$ cat src/rtl/native_in_port_if.sv
// Native video stream (vsync/hsync/de/data) as seen by the capture port.
interface native_in_port_if #(parameter int DSIZE = 24);
    logic             vsync;
    logic             hsync;
    logic             de;
    logic [DSIZE-1:0] data;

    modport master (output vsync, hsync, de, data);
    modport slave  (input  vsync, hsync, de, data);
endinterface

$ cat src/rtl/native_in_port.sv
// Capture-side native video port: turns a vsync/de stream into FIFO writes plus
// frame/line alignment pulses, and flags lines/frames that miss hactive/vactive.
module native_in_port #(
    parameter int    DSIZE = 24,
    parameter string MODE  = "ONCE"
) (
    input  logic               clock,
    input  logic               rst,
    input  logic               enable,
    input  logic [15:0]        vactive,
    input  logic [15:0]        hactive,
    native_in_port_if.slave    vin,
    input  logic               fifo_full,
    output logic               wr_en,
    output logic [DSIZE-1:0]   wdata,
    output logic               falign,
    output logic               lalign,
    output logic               ealign,
    output logic               line_err,
    output logic               frame_err,
    output logic               overflow,
    output logic               busy
);
    localparam logic LINE_MODE = (MODE == "LINE");

    typedef enum logic [1:0] {IDLE, ACTIVE, DONE} state_t;

    state_t           state, state_n;
    logic [15:0]      pcnt, pcnt_n, lcnt, lcnt_n;
    logic             s_vs, s_de;
    logic             vs_rise, de_fall, cfg_ok, start;
    logic             wr_n, fa_n, la_n, ea_n, le_n, fe_n, ovf_n;
    logic [DSIZE-1:0] wdata_n;

    // hsync carries no information the write path needs
    logic unused_hsync;
    assign unused_hsync = vin.hsync;

    assign vs_rise = vin.vsync & ~s_vs;
    assign de_fall = ~vin.de & s_de;
    assign cfg_ok  = enable && (hactive != 16'd0) && (vactive != 16'd0);

    always_comb begin
        state_n = state;
        pcnt_n  = pcnt;
        lcnt_n  = lcnt;
        wr_n    = 1'b0;
        wdata_n = wdata;
        fa_n    = 1'b0;
        la_n    = 1'b0;
        ea_n    = 1'b0;
        le_n    = 1'b0;
        fe_n    = 1'b0;
        ovf_n   = overflow;
        start   = 1'b0;
        case (state)
            IDLE: if (vs_rise && cfg_ok) start = 1'b1;
            ACTIVE: begin
                if (de_fall) begin
                    le_n   = (pcnt != hactive);
                    la_n   = LINE_MODE;
                    pcnt_n = 16'd0;
                    lcnt_n = lcnt + 16'd1;
                    if (lcnt + 16'd1 == vactive) begin
                        ea_n    = 1'b1;
                        state_n = DONE;
                    end
                end
                // line end is resolved first; a vsync only aborts an unfinished frame
                if (vs_rise) begin
                    if (state_n == ACTIVE) begin
                        fe_n  = 1'b1;
                        start = 1'b1;
                    end else if (cfg_ok) begin
                        start = 1'b1;
                    end else begin
                        state_n = IDLE;
                    end
                end
            end
            DONE: if (vs_rise) begin
                if (cfg_ok) start = 1'b1;
                else        state_n = IDLE;
            end
            default: state_n = IDLE;
        endcase

        if (start) begin
            state_n = ACTIVE;
            fa_n    = 1'b1;
            pcnt_n  = 16'd0;
            lcnt_n  = 16'd0;
            ovf_n   = 1'b0;
        end

        // a pixel coincident with vsync belongs to the new frame
        if (state_n == ACTIVE && vin.de) begin
            if (pcnt_n < hactive) begin
                wr_n    = ~fifo_full;
                wdata_n = vin.data;
                if (fifo_full) ovf_n = 1'b1;
            end
            if (pcnt_n != 16'hFFFF) pcnt_n = pcnt_n + 16'd1;
        end
    end

    always_ff @(posedge clock) begin
        if (rst) begin
            state     <= IDLE;
            pcnt      <= '0;
            lcnt      <= '0;
            s_vs      <= 1'b0;
            s_de      <= 1'b0;
            wr_en     <= 1'b0;
            wdata     <= '0;
            falign    <= 1'b0;
            lalign    <= 1'b0;
            ealign    <= 1'b0;
            line_err  <= 1'b0;
            frame_err <= 1'b0;
            overflow  <= 1'b0;
            busy      <= 1'b0;
        end else begin
            state     <= state_n;
            pcnt      <= pcnt_n;
            lcnt      <= lcnt_n;
            s_vs      <= vin.vsync;
            s_de      <= vin.de;
            wr_en     <= wr_n;
            wdata     <= wdata_n;
            falign    <= fa_n;
            lalign    <= la_n;
            ealign    <= ea_n;
            line_err  <= le_n;
            frame_err <= fe_n;
            overflow  <= ovf_n;
            busy      <= (state_n == ACTIVE);
        end
    end
endmodule

$ cat src/flat_wrapper.sv
// flat-port wrapper written by rule: the top's interface ports become plain ports
module native_in_port_flat 
#(
    parameter int    DSIZE = 24,
    parameter string MODE  = "    "
)
  (clock, rst, enable, vactive, hactive, fifo_full, wr_en, wdata, falign, lalign, ealign, line_err, frame_err, overflow, busy, vin_vsync, vin_hsync, vin_de, vin_data);
  native_in_port_if #(.DSIZE(DSIZE)) vin_i ();
  input  logic clock;
  input  logic rst;
  input  logic enable;
  input  logic [15:0] vactive;
  input  logic [15:0] hactive;
  input  logic fifo_full;
  output logic wr_en;
  output logic [DSIZE-1:0] wdata;
  output logic falign;
  output logic lalign;
  output logic ealign;
  output logic line_err;
  output logic frame_err;
  output logic overflow;
  output logic busy;
  input wire logic [$bits(vin_i.vsync)-1:0] vin_vsync;
  input wire logic [$bits(vin_i.hsync)-1:0] vin_hsync;
  input wire logic [$bits(vin_i.de)-1:0] vin_de;
  input wire logic [$bits(vin_i.data)-1:0] vin_data;
  assign vin_i.vsync = vin_vsync;
  assign vin_i.hsync = vin_hsync;
  assign vin_i.de = vin_de;
  assign vin_i.data = vin_data;
  native_in_port #(.DSIZE(DSIZE), .MODE(MODE)) u_core (.clock(clock), .rst(rst), .enable(enable), .vactive(vactive), .hactive(hactive), .vin(vin_i), .fifo_full(fifo_full), .wr_en(wr_en), .wdata(wdata), .falign(falign), .lalign(lalign), .ealign(ealign), .line_err(line_err), .frame_err(frame_err), .overflow(overflow), .busy(busy));
endmodule
$ cat config.mk
export PLATFORM = sky130hd
export DESIGN_NAME = native_in_port_flat
export DESIGN_NICKNAME = d
export VERILOG_FILES = /design/src/rtl/native_in_port_if.sv /design/src/rtl/native_in_port.sv /design/src/flat_wrapper.sv
export SDC_FILE = /design/constraint.sdc
export NUM_CORES = 1
export LEC_CHECK = 0
export BUFFER_PORTS_ARGS = -buffer_cell sky130_fd_sc_hd__buf_2
export CAP_MARGIN = 40
export CORE_UTILIZATION = 40
export CTS_CLUSTER_DIAMETER = 150
export DETAILED_ROUTE_END_ITERATION = 8
export PLACE_DENSITY = 0.73
export SYNTH_ARGS = -nofsm -noshare
export SYNTH_HDL_FRONTEND = slang
export SYNTH_SLANG_ARGS = --single-unit
$ cat constraint.sdc
create_clock -name clock -period 6.5 [get_ports clock]
set_input_delay 0.975 -clock clock [delete_from_list [all_inputs] [get_ports clock]]
set_output_delay 0.975 -clock clock [all_outputs]
set_load 0.005 [all_outputs]
# Word level (Yosys, flattened, before mapping)
# Cells that the tools add are included.
dict set report word_totals {
  ff_bits 67
  latchBits 0
  mem_bits_rw 0
  rom_bits 0
  input_bits 63
  output_inout_bits 32
  word_cells 74
  n_memories 0
}
dict set report classes {
  add_sub_neg 2
  multipliers 0
  div 0
  magnitude_cmp 1
  eq_ne 7
  shift 0
  muxes 28
  n_bitwise 10
  reduce_logical 13
}
# op count
set op_table {}
lappend op_table {{16-bit 2-to-1 mux} 5}
lappend op_table {{16-bit by 1-bit adder with 16-bit output, second input constant} 2}
lappend op_table {{16-bit nonzero test} 2}
lappend op_table {{2-bit 2-to-1 mux} 9}
lappend op_table {{16-bit == test} 1}
lappend op_table {{16-bit < comparator} 1}
lappend op_table {{16-bit inequality test} 1}
lappend op_table {{16-bit inequality test, second input constant} 1}
lappend op_table {{1-bit 2-to-1 mux} 12}
lappend op_table {{3-bit OR reduction} 3}
lappend op_table {{1-bit NOT} 8}
lappend op_table {{2-bit by 1-bit == test with 1-bit output, second input constant} 3}
lappend op_table {{2-bit one-hot mux with 3 select lines} 1}
lappend op_table {{1-bit logical AND} 4}
lappend op_table {{2-bit AND reduction} 2}
lappend op_table {{1-bit one-hot mux with 3 select lines} 1}
lappend op_table {{1-bit AND} 2}
lappend op_table {{2-bit == test, second input constant} 1}
lappend op_table {{2-bit zero test} 1}
lappend op_table {{2-bit OR reduction} 1}

# Longest topological paths before layout
dict set report depth {
  ltp_word 14
  ltp_mapped 20
  depth_no_buf 17
}

# Least setup slack after synthesis
# OpenSTA, ideal clock, no wires.
dict set report synth_timing {
  path_type {input to register}
  from {input vactive[9]}
  to {register u_core.wdata[0]}
  setup_ns 0.072
  t_arrival_ns 4.329
  required_ns 6.428
  path_slack_ns 2.100
  path_stages 17
  path_buffers 2
  path_cell_list {xor2_1 a211o_1 nor3_2 o2111a_1 nand4_1 o211ai_2 clkbuf_1 and3_1 ha_1 a21oi_1 o211ai_1 a31o_2 nor3_1 nand2_1 o21ai_4 buf_6 mux2i_1}
}
dict set report synth_via {
  elab_chain_cells 12
  elab_cells_between_ends 26
  cone_classes {order compare (1); eq/ne (3); mux (17); reduce/logical (5)}
}
# item line
set synth_lines {}
lappend synth_lines {{from (decl)} flat_wrapper.sv:12} ;# input logic [15:0] vactive;
lappend synth_lines {{parallel branches: the longest is 11 deep, another holds 16-bit < comparator} -}
lappend synth_lines {{2-bit AND reduction (no line) (*)} -}
lappend synth_lines {{to (signal assigned)} native_in_port.sv:130} ;# wdata <= wdata_n;
lappend synth_lines {{to (decl)} native_in_port.sv:15} ;# output logic [DSIZE-1:0] wdata,
# Every way passes the cells marked *. The select of a mux whose other input is x is not followed.
# A chain may end at the register's enable or synchronous reset.

# Worst setup path after layout
dict set report layout_timing {
  from {input vactive[10]}
  to {register u_core.wdata[18]}
}
# The elaborated chain is that of the path after synthesis.

==> results.md <==
- Crit path buf inv count: 3
- Synth top area share: 0.300
- Hold Path Cell Cnt: 2
- IO Pins: 95
- Routability cong.: about 0.9
- CTS Buffer Depth: 2
- Mapped Nets: 631
- Worst path top cell family by delay: simple AND/OR/NAND/NOR gates
- Rows: 38
- Worst-Margin Slew: 0.804 ns
- Die Y: 108 microns
- Most common cell in the synthesized netlist: nand2_1
- Drt total wl: 11.4 mm
- Crit-path max FO: 26
- Fraction of registers with async set/reset: 0
- Synth Flop Type: dfxtp_1
- Slowest-stage cell, CP: nor4_1
- Dominant cells by area after synthesis: dfxtp_1 (30%), xnor2_1 (7.2%), nand2_1 (6.5%)
- DR DRC count: 0
- Clk pwr share: 0.383
- Gr ovfl total: 0
- Clock Root Buffer: clkbuf_8
- Clk_lat worst skew: approximately 0.35 ns
- Outcome: complete, no violations
- Static leakage: 2.15 nW
- Hold_buf cts: 0
- Critical path cell sequence: buf_2 -> nor4_1 -> nand4_1 -> and3_1 -> nand2_1 -> nand4_1 -> o211ai_2 -> buf_4 -> nand2_1 -> nor2_1 -> ha_1 -> nand4_1 -> nor2_1 -> a31o_2 -> nor3_1 -> nand2_1 -> o21ai_4 -> buf_4 -> mux2i_1
- Largest net degree at the start of global routing: 54
- Total number of vias: around 4300
- DIE AREA: 11600 sq um
- Setup TNS: 0 ns
- Slew HR: 0.462
- Clock Skews: 0.00964 ns
- Multi-input logic area: 2890 sq um
- Pwr/cell area: 185 nW/um^2
- Power Internal: 0.000694 W
- Core Region: approximately 11000 sq um
- Final setup margin: 1.47 ns
- Max-cap violations: 0
- Synth warn: 0
- Initial antenna violation count: 0
- First-pass GRT wire length: between 15 and 20 mm
- Port buffer count: 92
- Netlist Area Pre-Place: 4470 sq um
- Final #Nets: slightly above 700
- WL/cell: 14.9 microns
- Yosys cell types: 59
- Crit path largest cell delay: 0.51 ns
- PostCTS Resize Cnt: 0
- RSZ-0062 raised after global routing: false
- FILL cells: between 1000 and 1500
- Clock transition at path regs: 0.08 ns
- Portion of total power attributed to sequential cells: 0.454
- Critical path required time: 6.78 ns
- #FFs+latches synth: 67
- Stages on worst setup path: 19
- Fmax: 199 MHz
- Avg Cell Area, Syn: 8.18 sq um
- Number of global-route vias before repair: 4100
- CTS H-tree lvls: 3
- DP HPWL: between 8 and 9 mm
- Post-synth EDFFs: 0
- Critical path type: input pin to flip-flop
- Drt via density: 5.55
- P_sw: 0.000269 W
- Most frequent cells after synthesis: nand2_1 (78), dfxtp_1 (67), xnor2_1 (37), nor2_1 (33), nand4_1 (27)
- Post-route ant nets: 0
- Setup violators final: 0
- Maximum vdd ir drop: 0.142 mV
- Post-CTS setup buffer count: 0
- Min cycle time layout: 5.03 ns
- Share of layout cells above drive strength 1: 0.214
- Switching share of power: 0.279
- Iter 0 DRT Violations: ~390
- CTS Sinks: 67
- Dpl ws: 1.14 ns
- Worst min-delay path category: flip-flop to flip-flop
- Gr usage total: 0.204
- Area Overhead vs Synth: 16.0%
- Layout Utilization: 0.477
- Cells after synthesis: 547
- CP Launch Type: input pin
- Gate power share: 0.163
- FF/Latch Area: around 1300 sq um
- 1st-pass router iterations: 5
- CTS buffer count: 9
- Final Hold Viols: 0
- Final period utilization: 0.774
- R2R depth: 19
- Crit. End Element: flip-flop
- Seq/Total Area, Yosys: 0.300
- Pins over their slew limit: 0
- Initial Util: 0.411
- Antenna cells: 0
- DIE WIDTH: 108 microns
- Worst path arrival time: 5.31 ns
- Cell taking the most area after synthesis: dfxtp_1
- CTS tree: built
[final cells by class]
cell class,count,area share
Tap cell,140,0.0338
Inverter,23,0.0166
Clock buffer,11,0.0292
Sequential cell,67,0.258
Clock inverter,5,0.0116
Timing Repair Buffer,95,0.0945
Multi-Input combinational cell,426,0.556
[cells in the final DEF, fill, tap and decap left out, types with 4 or more instances in the layout]
cell / netlist / final
buf_2: 6 / 92
nand2_1: 78 / 78
dfxtp_1: 67 / 67
xnor2_1: 37 / 37
nor2_1: 33 / 33
nand4_1: 27 / 27
mux2i_1: 25 / 25
and3_1: 23 / 23
inv_1: 22 / 22
xor2_1: 22 / 22
nor3_1: 22 / 22
ha_1: 21 / 21
nand3_1: 18 / 18
nor4_1: 14 / 14
a21oi_1: 14 / 14
o21ai_0: 12 / 12
clkbuf_8: 0 / 11
nor2b_1: 8 / 8
and2_1: 8 / 8
and4_1: 5 / 5
a31o_2: 4 / 4
o211ai_1: 4 / 4
[routing by layer]
metal  vias to the layer above  routed length (microns)  part of all wire  GRT usage
met4                         0                      212             0.019     0.0812
met5                         -                        0                 0          0
met1                      1999                     4930              0.43      0.241
met2                       153                     5460              0.48      0.352
met3                        20                      806             0.071     0.0515
li1                       2085                        -                 -          -
[cell families (layout without fill, tap and decap cells)]
| group | Yosys count | after routing | synth area share |
|---|---|---|---|
| flip-flops | 67 | 67 | 0.300 |
| XOR/XNOR | 59 | 59 | 0.115 |
| AND/OR/NAND/NOR | 257 | 257 | 0.307 |
| multiplexers | 25 | 25 | 0.0559 |
| adder cells (fa/ha/maj) | 21 | 21 | 0.0587 |
| AO/OA/AOI/OAI | 63 | 63 | 0.107 |
| buffers and inverters | 54 | 134 | 0.0554 |
| other | 1 | 1 | 0.000838 |
[worst paths after layout]
path,from,slack (ns),endpoint
worst max-delay path,vactive[10],1.47,u_core.wdata[18]$_SDFFE_PP0P_
worst min-delay path,u_core.wdata[16]$_SDFFE_PP0P_,0.46,u_core.wdata[16]$_SDFFE_PP0P_
worst max register to register,u_core.lcnt[0]$_SDFFE_PP0P_,1.65,u_core.wdata[18]$_SDFFE_PP0P_
worst min register to register,u_core.wdata[16]$_SDFFE_PP0P_,0.46,u_core.wdata[16]$_SDFFE_PP0P_
[through the flow]
| stage | power (W) | cell area [sq um] | instances | hold slack, ns |
|---|---|---|---|---|
| after global routing | 0.00101 | 5190 | 767 | 0.483 |
| after floorplan | 0.000545 | 4470 | 547 | 0.451 |
| after CTS | 0.000972 | 5190 | 767 | 0.462 |
| after detailed placement | 0.000602 | 4980 | 751 | 0.443 |
| after global placement | 0.000596 | 4960 | 750 | 0.439 |
| final | 0.000962 | 5190 | 767 | 0.459 |
[power by group through the flow]
| stage | Combinational (W) | Sequential [W] | Clock [W] |
|---|---|---|---|
| 2_1_floorplan | 0.0000983 | 0.000447 | 0 |
| 3_3_place_gp | 0.000151 | 0.000445 | 0 |
| 3_5_place_dp | 0.000156 | 0.000446 | 0 |
| 4_1_cts | 0.000157 | 0.000437 | 0.000378 |
| 5_1_grt | 0.000172 | 0.000440 | 0.000398 |
| 6_report | 0.000157 | 0.000437 | 0.000368 |
[tightest hold or removal path, cell delays in order (launching register included)]
cell and delay [ns]:
dfxtp_1 0.31, nand2_1 0.05, mux2i_1 0.05
[sequential cells by signal, summed over array words and instances, names as in the netlist, 2 cells and up]
register and cells:
u_core.wdata 24, u_core.state 2, u_core.pcnt 16, u_core.lcnt 16
Power figures use the tool's default switching activity.
